## src/rtl/scmp_microcode_pak.sv

```systemverilog
// Shared microcode-level types: ALU opcodes, the decimal-add sequencer states, and a BCD adjust helper.
// Pure declarations; no timing or flow control.
package scmp_microcode_pak;

  typedef enum logic [2:0] {
    ALU_OP_ADD    = 3'd0,
    ALU_OP_AND    = 3'd1,
    ALU_OP_OR     = 3'd2,
    ALU_OP_XOR    = 3'd3,
    ALU_OP_PASS_B = 3'd4
  } ALU_OP_t;

  typedef enum logic [2:0] {
    DAD_IDLE   = 3'd0,
    DAD_LO_ADD = 3'd1,
    DAD_LO_ADJ = 3'd2,
    DAD_HI_ADD = 3'd3,
    DAD_HI_ADJ = 3'd4,
    DAD_DONE   = 3'd5
  } DAD_STATE_t;

  // A 5-bit nibble sum above 9 needs +6 to wrap into the next decade.
  function automatic logic [7:0] bcd_adj(input logic [4:0] sum);
    return (sum > 5'd9) ? 8'h06 : 8'h00;
  endfunction

endpackage

```

## src/rtl/scmp_dad_seq.sv

```systemverilog
// Decimal add (DAD/DAE) sequencer: four ADD steps on the shared ALU, fixed 5-cycle latency start->done.
// No backpressure: start is taken only in IDLE and ignored otherwise; result/cy_o hold until overwritten.
module scmp_dad_seq
  import scmp_microcode_pak::*;
(
  input  logic       clk,
  input  logic       rst,
  input  logic       start,
  input  logic [7:0] a,
  input  logic [7:0] b,
  input  logic       cy_i,
  output logic       busy,
  output logic       alu_own,
  output ALU_OP_t    alu_op,
  output logic [7:0] alu_a,
  output logic [7:0] alu_b,
  output logic       alu_cy,
  input  logic [7:0] alu_res,
  output logic [7:0] result,
  output logic       cy_o,
  output logic       done
);

  DAD_STATE_t r_state;
  DAD_STATE_t w_next;
  logic [7:0] r_ra;
  logic [7:0] r_rb;
  logic       r_rc;
  logic [4:0] r_lo;
  logic [3:0] r_lo_d;
  logic       r_lc;
  logic [4:0] r_hi;
  logic [7:0] r_result;
  logic       r_cy;
  logic       r_busy;
  logic       w_unused_res;

  // Only the nibble sum plus its carry is ever consumed.
  assign w_unused_res = &{1'b0, alu_res[7:5]};

  always_ff @(posedge clk or posedge rst) begin
    if (rst) r_state <= DAD_IDLE;
    else     r_state <= w_next;
  end

  always_comb begin
    w_next = r_state;
    case (r_state)
      DAD_IDLE:   if (start) w_next = DAD_LO_ADD;
      DAD_LO_ADD: w_next = DAD_LO_ADJ;
      DAD_LO_ADJ: w_next = DAD_HI_ADD;
      DAD_HI_ADD: w_next = DAD_HI_ADJ;
      DAD_HI_ADJ: w_next = DAD_DONE;
      DAD_DONE:   w_next = DAD_IDLE;
      default:    w_next = DAD_IDLE;
    endcase
  end

  // ALU drive is decoded from registered state only, so start never reaches the ALU combinationally.
  always_comb begin
    alu_own = 1'b0;
    alu_op  = ALU_OP_ADD;
    alu_a   = 8'h00;
    alu_b   = 8'h00;
    alu_cy  = 1'b0;
    case (r_state)
      DAD_LO_ADD: begin
        alu_own = 1'b1;
        alu_a   = {4'h0, r_ra[3:0]};
        alu_b   = {4'h0, r_rb[3:0]};
        alu_cy  = r_rc;
      end
      DAD_LO_ADJ: begin
        alu_own = 1'b1;
        alu_a   = {3'b000, r_lo};
        alu_b   = bcd_adj(r_lo);
      end
      DAD_HI_ADD: begin
        alu_own = 1'b1;
        alu_a   = {4'h0, r_ra[7:4]};
        alu_b   = {4'h0, r_rb[7:4]};
        alu_cy  = r_lc;
      end
      DAD_HI_ADJ: begin
        alu_own = 1'b1;
        alu_a   = {3'b000, r_hi};
        alu_b   = bcd_adj(r_hi);
      end
      default: ;
    endcase
  end

  always_ff @(posedge clk or posedge rst) begin
    if (rst) begin
      r_ra     <= 8'h00;
      r_rb     <= 8'h00;
      r_rc     <= 1'b0;
      r_lo     <= 5'h00;
      r_lo_d   <= 4'h0;
      r_lc     <= 1'b0;
      r_hi     <= 5'h00;
      r_result <= 8'h00;
      r_cy     <= 1'b0;
      r_busy   <= 1'b0;
    end else begin
      r_busy <= (w_next != DAD_IDLE);
      case (r_state)
        DAD_IDLE: if (start) begin
          r_ra <= a;
          r_rb <= b;
          r_rc <= cy_i;
        end
        DAD_LO_ADD: r_lo <= alu_res[4:0];
        DAD_LO_ADJ: begin
          r_lo_d <= alu_res[3:0];
          r_lc   <= (r_lo > 5'd9);
        end
        DAD_HI_ADD: r_hi <= alu_res[4:0];
        DAD_HI_ADJ: begin
          r_result <= {alu_res[3:0], r_lo_d};
          r_cy     <= (r_hi > 5'd9);
        end
        default: ;
      endcase
    end
  end

  assign busy   = r_busy;
  assign done   = (r_state == DAD_DONE);
  assign result = r_result;
  assign cy_o   = r_cy;

endmodule

```

## config.mk

```make
export PLATFORM = sky130hd
export DESIGN_NAME = scmp_dad_seq
export DESIGN_NICKNAME = d
export VERILOG_FILES = /design/src/rtl/scmp_microcode_pak.sv /design/src/rtl/scmp_dad_seq.sv
export SDC_FILE = /design/constraint.sdc
export NUM_CORES = 1
export LEC_CHECK = 0
export BUFFER_PORTS_ARGS = -buffer_cell sky130_fd_sc_hd__buf_2
export CAP_MARGIN = 20
export CORE_ASPECT_RATIO = 1.4
export CORE_MARGIN = 2
export CORE_UTILIZATION = 30
export DETAILED_ROUTE_END_ITERATION = 12
export SKIP_LAST_GASP = 1
export SYNTH_ARGS = -nofsm -noshare
export SYNTH_HDL_FRONTEND = slang
export SYNTH_SLANG_ARGS = --single-unit
```

## constraint.sdc

```tcl
create_clock -name clk -period 3 [get_ports clk]
set_input_delay 0.3 -clock clk [delete_from_list [all_inputs] [get_ports clk]]
set_output_delay 0.3 -clock clk [all_outputs]
set_load 0.01 [all_outputs]
```

==> impl_metrics.tcl, run 1 <==
set metrics [dict create \
    status "finished clean" \
    rows 36 \
    period_share_pct 84.1 \
    io_buffers 46 \
    cts_sinks 45 \
    syn_to_final_growth_pct 19.3 \
    drc 0 \
    dieArea_um2 7730 \
    drive_gt1_share_pct 48.0 \
    synth_area_leader_cell "dfrtp_1" \
    rsz0062_at_grt "false" \
    ant_nets 0 \
    path_cells "or3b_1, o22a_1, o211ai_1, buf_2" \
    tightest_slew_ns 0.735 \
    grt_util_met1_pct 13.9 \
    routed_wl_um 4150 \
    coreArea_um2 6890 \
    hold_path_class "in -> reg" \
    diodes 0 \
    initial_core_util_pct 30.6 \
    worstPathArrival_ns 2.22 \
    cts_setup_buffers 0 \
    synth_area_per_cell_um2 13.5 \
    vias_per_cell 4.45 \
    cap_violations 0 \
    root_buffer "clkbuf_8" \
    pin_count 60 \
    vdd_ir_drop_max_uv 568 \
    final_common_cell "buf_2" \
    drv_slew 0 \
    clkTransAtPathRegs_ns 0.08 \
    htree_num_levels 2 \
    hpwl_um 3080 \
    powerDensity_nw_per_um2 1080 \
    gr-total-overflow 0 \
    cp-start-kind "register" \
    slew_headroom_pct 51.0 \
    nets 232 \
    synthTopCellsByArea "dfrtp_1 53%, mux2_2 19%, buf_4 3.6%" \
    layout_min_cycle_time_ns 2.52 \
    end_kind "primary output" \
    finalSetupViolations 0 \
    grt_pass1_wl_um 6530 \
    drt_iter0_drc 58 \
    postSynthCellCount 156 \
    use_met2_pct 19.9 \
    skew_ns 0.00815 \
    p_leak_nw 1.16 \
    ys_seq_area_share_pct 53.4 \
    die_width_um 74.9 \
    final_cell_area_um2 2520 \
    grt_antenna_before_repair 0 \
    path_class "reg -> out" \
    ys_seq_elements 45 \
    slowest_stage "dfrtp_1" \
    fp.dieH_um 103 \
    cpPeakStageDelay_ns 0.82 \
    yosysWarnings 0 \
    synth_top_area_share_pct 53.4 \
    wl_per_cell_um 13.9 \
    crit_fanout 20 \
    ys_types 33 \
    hold_viol 0 \
    clk_latency_ns 0.30 \
    vias 1331 \
    grt_usage_pct 11.9 \
    grt_max_degree 30 \
    fmax_mhz 396 \
    setup-tns-final_ns 0 \
    grt_pass1_vias 1351 \
    placed_area_um2 2370 \
    final_cell_mix "46 x buf_2, 45 x dfrtp_1, 36 x mux2_2" \
    netlist_area_um2 2110 \
    place_congestion 0.759 \
    cts_buffer_depth 2 \
    use_met3_pct 3.20 \
    worstPathRequired_ns 2.70 \
    busiest_layer "met2" \
    numCtsBuffers 5 \
    cts_tree "done" \
    firstDrtPassIters 2 \
]
[path summary, 6_finish.rpt]
| path | startpoint | end | slack, ns | cells past startpoint |
|---|---|---|---|---|
| max in group asynchronous | rst | r_ra[3] | 1.91 | 5 |
| hold / removal | b[7] | r_rb[7] | 0.22 | 2 |
| setup reg to reg | r_state[1] | r_ra[2] | 0.86 | 3 |
| min in group asynchronous | rst | result[4] | 0.43 | 3 |
| hold reg to reg | result[6] | result[6] | 0.50 | 1 |
| setup / recovery | r_state[1] | alu_b[2] | 0.48 | 4 |
[logic make-up (layout without fill, tap and decap cells)]
family	Yosys count	in the layout	synth area share (%)
multiplexers	46	46	24.9
flip-flops	45	45	53.4
XOR/XNOR	1	1	0.415
buffers and inverters	21	60	6.82
AND/OR/NAND/NOR	21	21	7.41
AO/OA/AOI/OAI	21	21	6.88
other	1	10	0.178
[registers in the layout, summed over array words and instances, names as in the netlist]
name     cells
r_ra         8
r_rb         8
result       8
r_hi         5
r_lo         5
r_lo_d       4
r_state      3
busy         1
cy_o         1
r_lc         1
r_rc         1
[layout make-up]
| class | count | area (um^2) |
|---|---|---|
| Tap cell | 95 | 119 |
| Clock inverter | 2 | 35.0 |
| Timing Repair Buffer | 50 | 283 |
| Inverter | 3 | 11.3 |
| Clock buffer | 5 | 68.8 |
| Multi-Input combinational cell | 99 | 873 |
| Fill cell | 701 | 4380 |
| Sequential cell | 45 | 1130 |
[synth_stat cells]
library cell and instances:
nand4bb_1 1, nor3b_1 1, or3b_1 2, mux2_4 4, nor2_4 1, nor4bb_1 1, a22oi_1 3, inv_1 3
o21ai_0 4, nand2_1 4, buf_6 3, o22ai_1 3, dfrtp_1 45, conb_1 1, a31oi_1 1, xnor2_1 1
clkbuf_1 1, and2_1 2, a22o_1 3, nor2b_1 3, mux2_2 36, buf_4 10, mux2i_1 6, o22a_1 2
o211ai_1 2, buf_2 4, nand2b_1 1, a211o_1 1, and3b_1 1, a21oi_1 2, nor2_1 2, nor4b_4 1
nor4_1 1
[per-stage QoR]
step	setup slack (ns)	hold WS (ns)	std cells	utilization [%]	power (mW)
global route	0.353	0.222	299	36.5	2.93
CTS	0.450	0.133	297	36.0	2.76
finish	0.478	0.225	299	36.5	2.72
global placement	0.771	0.464	290	34.5	2.29
floorplan	1.38	0.449	165	-	1.98
detailed placement	0.787	0.467	290	34.5	2.31
[routing by layer]
metal / routed length [um] / share of wire, %
met3: 181 / 4.4
met5: 0 / 0
met1: 1750 / 42
met2: 2130 / 51
met4: 87 / 2.1
[repair_timing]
action | 4_1_cts | 5_1_grt
hold buffers | 0 | 1
endpoints found under the setup margin | 0 | 0
hold endpoints to repair | 0 | 4
gates resized for setup | 0 | 0
[report_power, final]
group	switching (mW)	internal [mW]
clock	0.200	0.242
sequential	0.248	0.915
combinational	0.490	0.629
total	0.938	1.79
[worst max-delay path: cells and delay by family (launching register included)]
family	cells	cell delay, ns
AND/OR/NAND/NOR	1	0.59
flip-flops	1	0.82
AO/OA/AOI/OAI	2	0.36
buffers and inverters	1	0.16
(Power assumes the default switching activity.)
==> run 2, diff against run 1 <==
Clock period 3 ns to 2.2 ns, I/O delays scaled along.
==> run 2 against run 1 <==
Against the previous run: non-clock buffer count up 4; combinational power up 42%; register-to-register slack worse by 0.43 ns; clock power up 65%; die area unchanged; design area up 1.8%; critical path type unchanged; largest cell class unchanged.
==> impl_metrics.tcl, run 2 (synthesis gave the netlist of run 1 again) <==
set metrics [dict create \
    status "finished clean" \
    drc 0 \
    wl_per_cell_um 13.7 \
    worstPathRequired_ns 1.98 \
    ant_nets 0 \
    slowest_stage "dfrtp_1" \
    diodes 0 \
    power_mw 3.90 \
    hold_path_class "in -> reg" \
    period_share_pct 91.8 \
    nets 236 \
    routed_wl_um 4180 \
    post-route-util_pct 37.2 \
    clkTransAtPathRegs_ns 0.09 \
    powerDensity_nw_per_um2 1520 \
    hpwl_um 3160 \
    cts_tree "done" \
    tightest_slew_ns 0.723 \
    final_common_cell "buf_2" \
    rsz0062_at_grt "false" \
    rows 36 \
    cpPeakStageDelay_ns 0.58 \
    slew_headroom_pct 51.5 \
    drv_slew 0 \
    cap_violations 0 \
    root_buffer "clkbuf_8" \
    drt_iter0_drc 51 \
    finalSetupViolations 0 \
    hold_viol 0 \
    final_cell_mix "46 x buf_2, 43 x dfrtp_1, 36 x mux2_2" \
    grt_usage_pct 12.0 \
    coreArea_um2 6890 \
    pin_count 60 \
    pre_cts_ws_ns 0.376 \
    htree_num_levels 2 \
    end_kind "primary output" \
    worstPathArrival_ns 1.80 \
    crit_fanout 16 \
    layout_min_cycle_time_ns 2.02 \
    firstDrtPassIters 4 \
    place_congestion 0.787 \
    clk_latency_ns 0.30 \
    initial_core_util_pct 30.6 \
    setup-tns-final_ns 0 \
    numCtsBuffers 5 \
    skew_ns 0.0101 \
    path_cells "nand2b_2, nor2_4, a22o_1, buf_2" \
    drive_gt1_share_pct 50.7 \
    final_cells 304 \
    setup_ws_ns 0.181 \
    io_buffers 46 \
    die_width_um 74.9 \
    dieArea_um2 7730 \
    hold_ws_ns 0.149 \
    cts_buffer_depth 2 \
    dp_cells 295 \
    path_class "reg -> out" \
    vias 1369 \
    gr-total-overflow 0 \
    cts_sinks 45 \
    syn_to_final_growth_pct 21.4 \
    vias_per_cell 4.50 \
    vdd_ir_drop_max_uv 609 \
    grt_max_degree 22 \
    cp-start-kind "register" \
    p_leak_nw 1.19 \
    fmax_mhz 495 \
    grt_pass1_wl_um 6880 \
    fp.dieH_um 103 \
    final_cell_area_um2 2560 \
    grt_antenna_before_repair 0 \
    cts_setup_buffers 0 \
    num-fill-cells 707 \
    placed_area_um2 2410 \
    grt_pass1_vias 1420 \
]
[run 2: changes by cell type in the layout (fill, tap and decap cells not counted)]
cell and delta:
dfrtp_1 -2, buf_16 -1, nand2b_1 -1, bufinv_16 +1
nand2b_2 +1, dfrtp_2 +2, buf_4 +5
[run 2: area by class of cell]
class                           instances  area, um^2  area share [%]
Sequential cell                        45        1130            44.1
Multi-Input combinational cell         99         876            34.2
Timing Repair Buffer                   54         293            11.4
Tap cell                               95         119            4.64
Clock buffer                            5        68.8            2.69
Clock inverter                          3        65.1            2.54
Inverter                                3        11.3           0.440
[run 2: where the power goes]
group / switching [mW] / internal, mW
clock: 0.278 / 0.451
combinational: 0.696 / 0.896
sequential: 0.323 / 1.25
total: 1.30 / 2.60
[run 2: metal layers]
layer	up-vias	share of wire [%]	global-route usage [%]
met3	5	4.9	3.10
li1	644	-	-
met4	0	1.7	4.53
met5	-	0	0
met2	44	50	19.9
met1	676	43	14.7
[run 2: critical path: cells and delay by family, from the launching register on]
kind,cells,cell delay [ns]
simple gates,2,0.61
flops,1,0.58
buf+inv,1,0.13
compound gates,1,0.18
[run 2: what timing repair did]
action	4_1_cts	5_1_grt
endpoints found under the setup margin	0	6
gates resized for setup	0	3
endpoints found under the hold margin	19	0
hold buffers	1	0
[run 2: path summary, 6_finish.rpt]
| path | depth (start not counted) | from | slack (ns) | end |
|---|---|---|---|---|
| worst max-delay path | 4 | r_state[2] | 0.18 | alu_b[0] |
| worst min-delay path | 2 | cy_i | 0.15 | r_rc |
| worst max register to register | 2 | r_state[2] | 0.43 | result[6] |
| worst min register to register | 1 | result[7] | 0.50 | result[7] |
| max in group asynchronous | 4 | rst | 1.10 | r_state[1] |
| min in group asynchronous | 3 | rst | 0.49 | r_rc |
==> run 3, diff against run 2 <==
Settings changed: ABC_AREA set to 1, TNS_END_PERCENT set to 1.
==> run 3 against run 2 <==
Against the previous run: clock skew fell by 0.0019 ns; routed wire length increased by 8.0%; worst hold slack improved by 0.018 ns; via count rose by 15%; synthesized area fell by 3.1%; sequential power is 9.6% lower; sequential share of layout area increased by 2.2 points; fmax is 0.85% lower; register-to-register slack better by 0.20 ns; combinational power decreased by 13%.
==> impl_metrics.tcl, run 3 <==
set metrics [dict create \
    status "finished clean" \
    clk_latency_ns 0.30 \
    grt_max_degree 33 \
    nets 322 \
    post-route-util_pct 36.8 \
    coreArea_um2 6610 \
    period_share_pct 92.6 \
    cts_sinks 45 \
    final_cell_area_um2 2430 \
    skew_ns 0.00819 \
    finalSetupViolations 0 \
    clkTransAtPathRegs_ns 0.08 \
    routed_wl_um 4510 \
    slew_headroom_pct 60.6 \
    synth_area_leader_cell "dfrtp_1" \
    syn_to_final_growth_pct 19.0 \
    pin_count 60 \
    synth_edf_count 0 \
    cts_setup_buffers 0 \
    htree_num_levels 2 \
    ys_seq_elements 45 \
    synth_ff_type "dfrtp_1" \
    powerDensity_nw_per_um2 1390 \
    postCtsHoldBufs 1 \
    hold_path_class "in -> reg" \
    path_class "reg -> out" \
    fp.dieH_um 102 \
    ant_nets 0 \
    diodes 0 \
    initial_core_util_pct 30.9 \
    worstPathArrival_ns 1.82 \
    rows 35 \
    wl_per_cell_um 11.7 \
    num-fill-cells 702 \
    dp_cells 378 \
    vias 1581 \
    end_kind "primary output" \
    numCtsBuffers 5 \
    ys_seq_area_share_pct 55.1 \
    p_leak_nw 1.36 \
    cts_tree "done" \
    tightest_slew_ns 0.588 \
    synthTopCellsByCount "57 x nand2_1, 45 x dfrtp_1, 33 x nor2_1, 32 x inv_1, 21 x o21ai_0" \
    layout_min_cycle_time_ns 2.04 \
    firstDrtPassIters 4 \
    setup_ws_ns 0.164 \
    cap_violations 0 \
    crit_fanout 12 \
    grt_pass1_wl_um 7370 \
    final_cell_mix "57 x nand2_1, 46 x buf_2, 45 x dfrtp_1" \
    cts-resized-gates 0 \
    dieArea_um2 7500 \
    drt_iter0_drc 92 \
    worstPathRequired_ns 1.98 \
    fmax_mhz 491 \
    drc 0 \
    netlist_area_um2 2040 \
    io_buffers 46 \
    root_buffer "clkbuf_8" \
    final_common_cell "nand2_1" \
    gr-total-overflow 0 \
    setup-tns-final_ns 0 \
    yosysWarnings 0 \
    synthTopCellsByArea "dfrtp_1 55%, nand2_1 10%, nor2_1 6.1%" \
    synth_most_common_cell "nand2_1" \
    pre_cts_ws_ns 0.431 \
    synthArstFlopShare_pct 100 \
    vdd_ir_drop_max_uv 624 \
    synth_area_per_cell_um2 8.34 \
    hpwl_um 3330 \
    vias_per_cell 4.09 \
    final_cells 387 \
    die_width_um 73.8 \
    postSynthCellCount 245 \
    hold_viol 0 \
    placed_area_um2 2320 \
    grt_usage_pct 13.0 \
    hold_ws_ns 0.167 \
    cts_buffer_depth 2 \
    ys_types 21 \
    grt_pass1_vias 1554 \
    grt_antenna_before_repair 0 \
    power_mw 3.37 \
    synth_top_area_share_pct 55.1 \
    cp-start-kind "register" \
    drv_slew 0 \
    rsz0062_at_grt "false" \
    drive_gt1_share_pct 21.7 \
    place_congestion 0.754 \
]
-- run 3: layout make-up --
cell class / count / area (um^2) / share of cell area (%)
clock buffers: 7 / 96.3 / 3.96
clock inverters: 1 / 5.00 / 0.206
inverters: 34 / 128 / 5.25
multi-input cells: 156 / 684 / 28.1
flip-flops and latches: 45 / 1130 / 46.3
well taps: 92 / 115 / 4.73
repair buffers: 52 / 278 / 11.4
-- run 3: worst max-delay path: stages (launching register included) --
cell and delay [ns]:
dfrtp_1 0.44, inv_1 0.15, nand3_1 0.34, buf_4 0.31, nand4_1 0.13, buf_2 0.16
-- run 3: final timing paths --
check / from / end / slack, ns / cells after the start
setup / recovery: r_state[2] / alu_own / 0.16 / 5
hold / removal: a[1] / r_ra[1] / 0.17 / 3
setup reg to reg: r_state[1] / result[4] / 0.63 / 7
hold reg to reg: result[0] / result[0] / 0.48 / 2
max in group asynchronous: rst / r_hi[1] / 1.16 / 4
min in group asynchronous: rst / r_hi[4] / 0.46 / 3
-- run 3: power breakdown --
group          internal (mW)  total, mW  switching, mW
logic                  0.513       1.39          0.880
registers               1.22       1.42          0.201
clock network          0.284      0.559          0.275
-- run 3: cells by family after synthesis --
family / count (synthesis) / synth area share, %
buffers and inverters: 53 / 13.1
DFF: 45 / 55.1
other: 1 / 0.183
and+or+nand+nor: 104 / 21.1
AOI/OAI and AO/OA: 42 / 10.5
-- run 3: metal layers --
metal	up-vias	track usage (%)	part of all wire, %
met2	38	21.2	49
met1	704	17.0	45
li1	833	-	-
met3	6	3.48	4.5
met4	0	3.36	1.1
met5	-	0	0
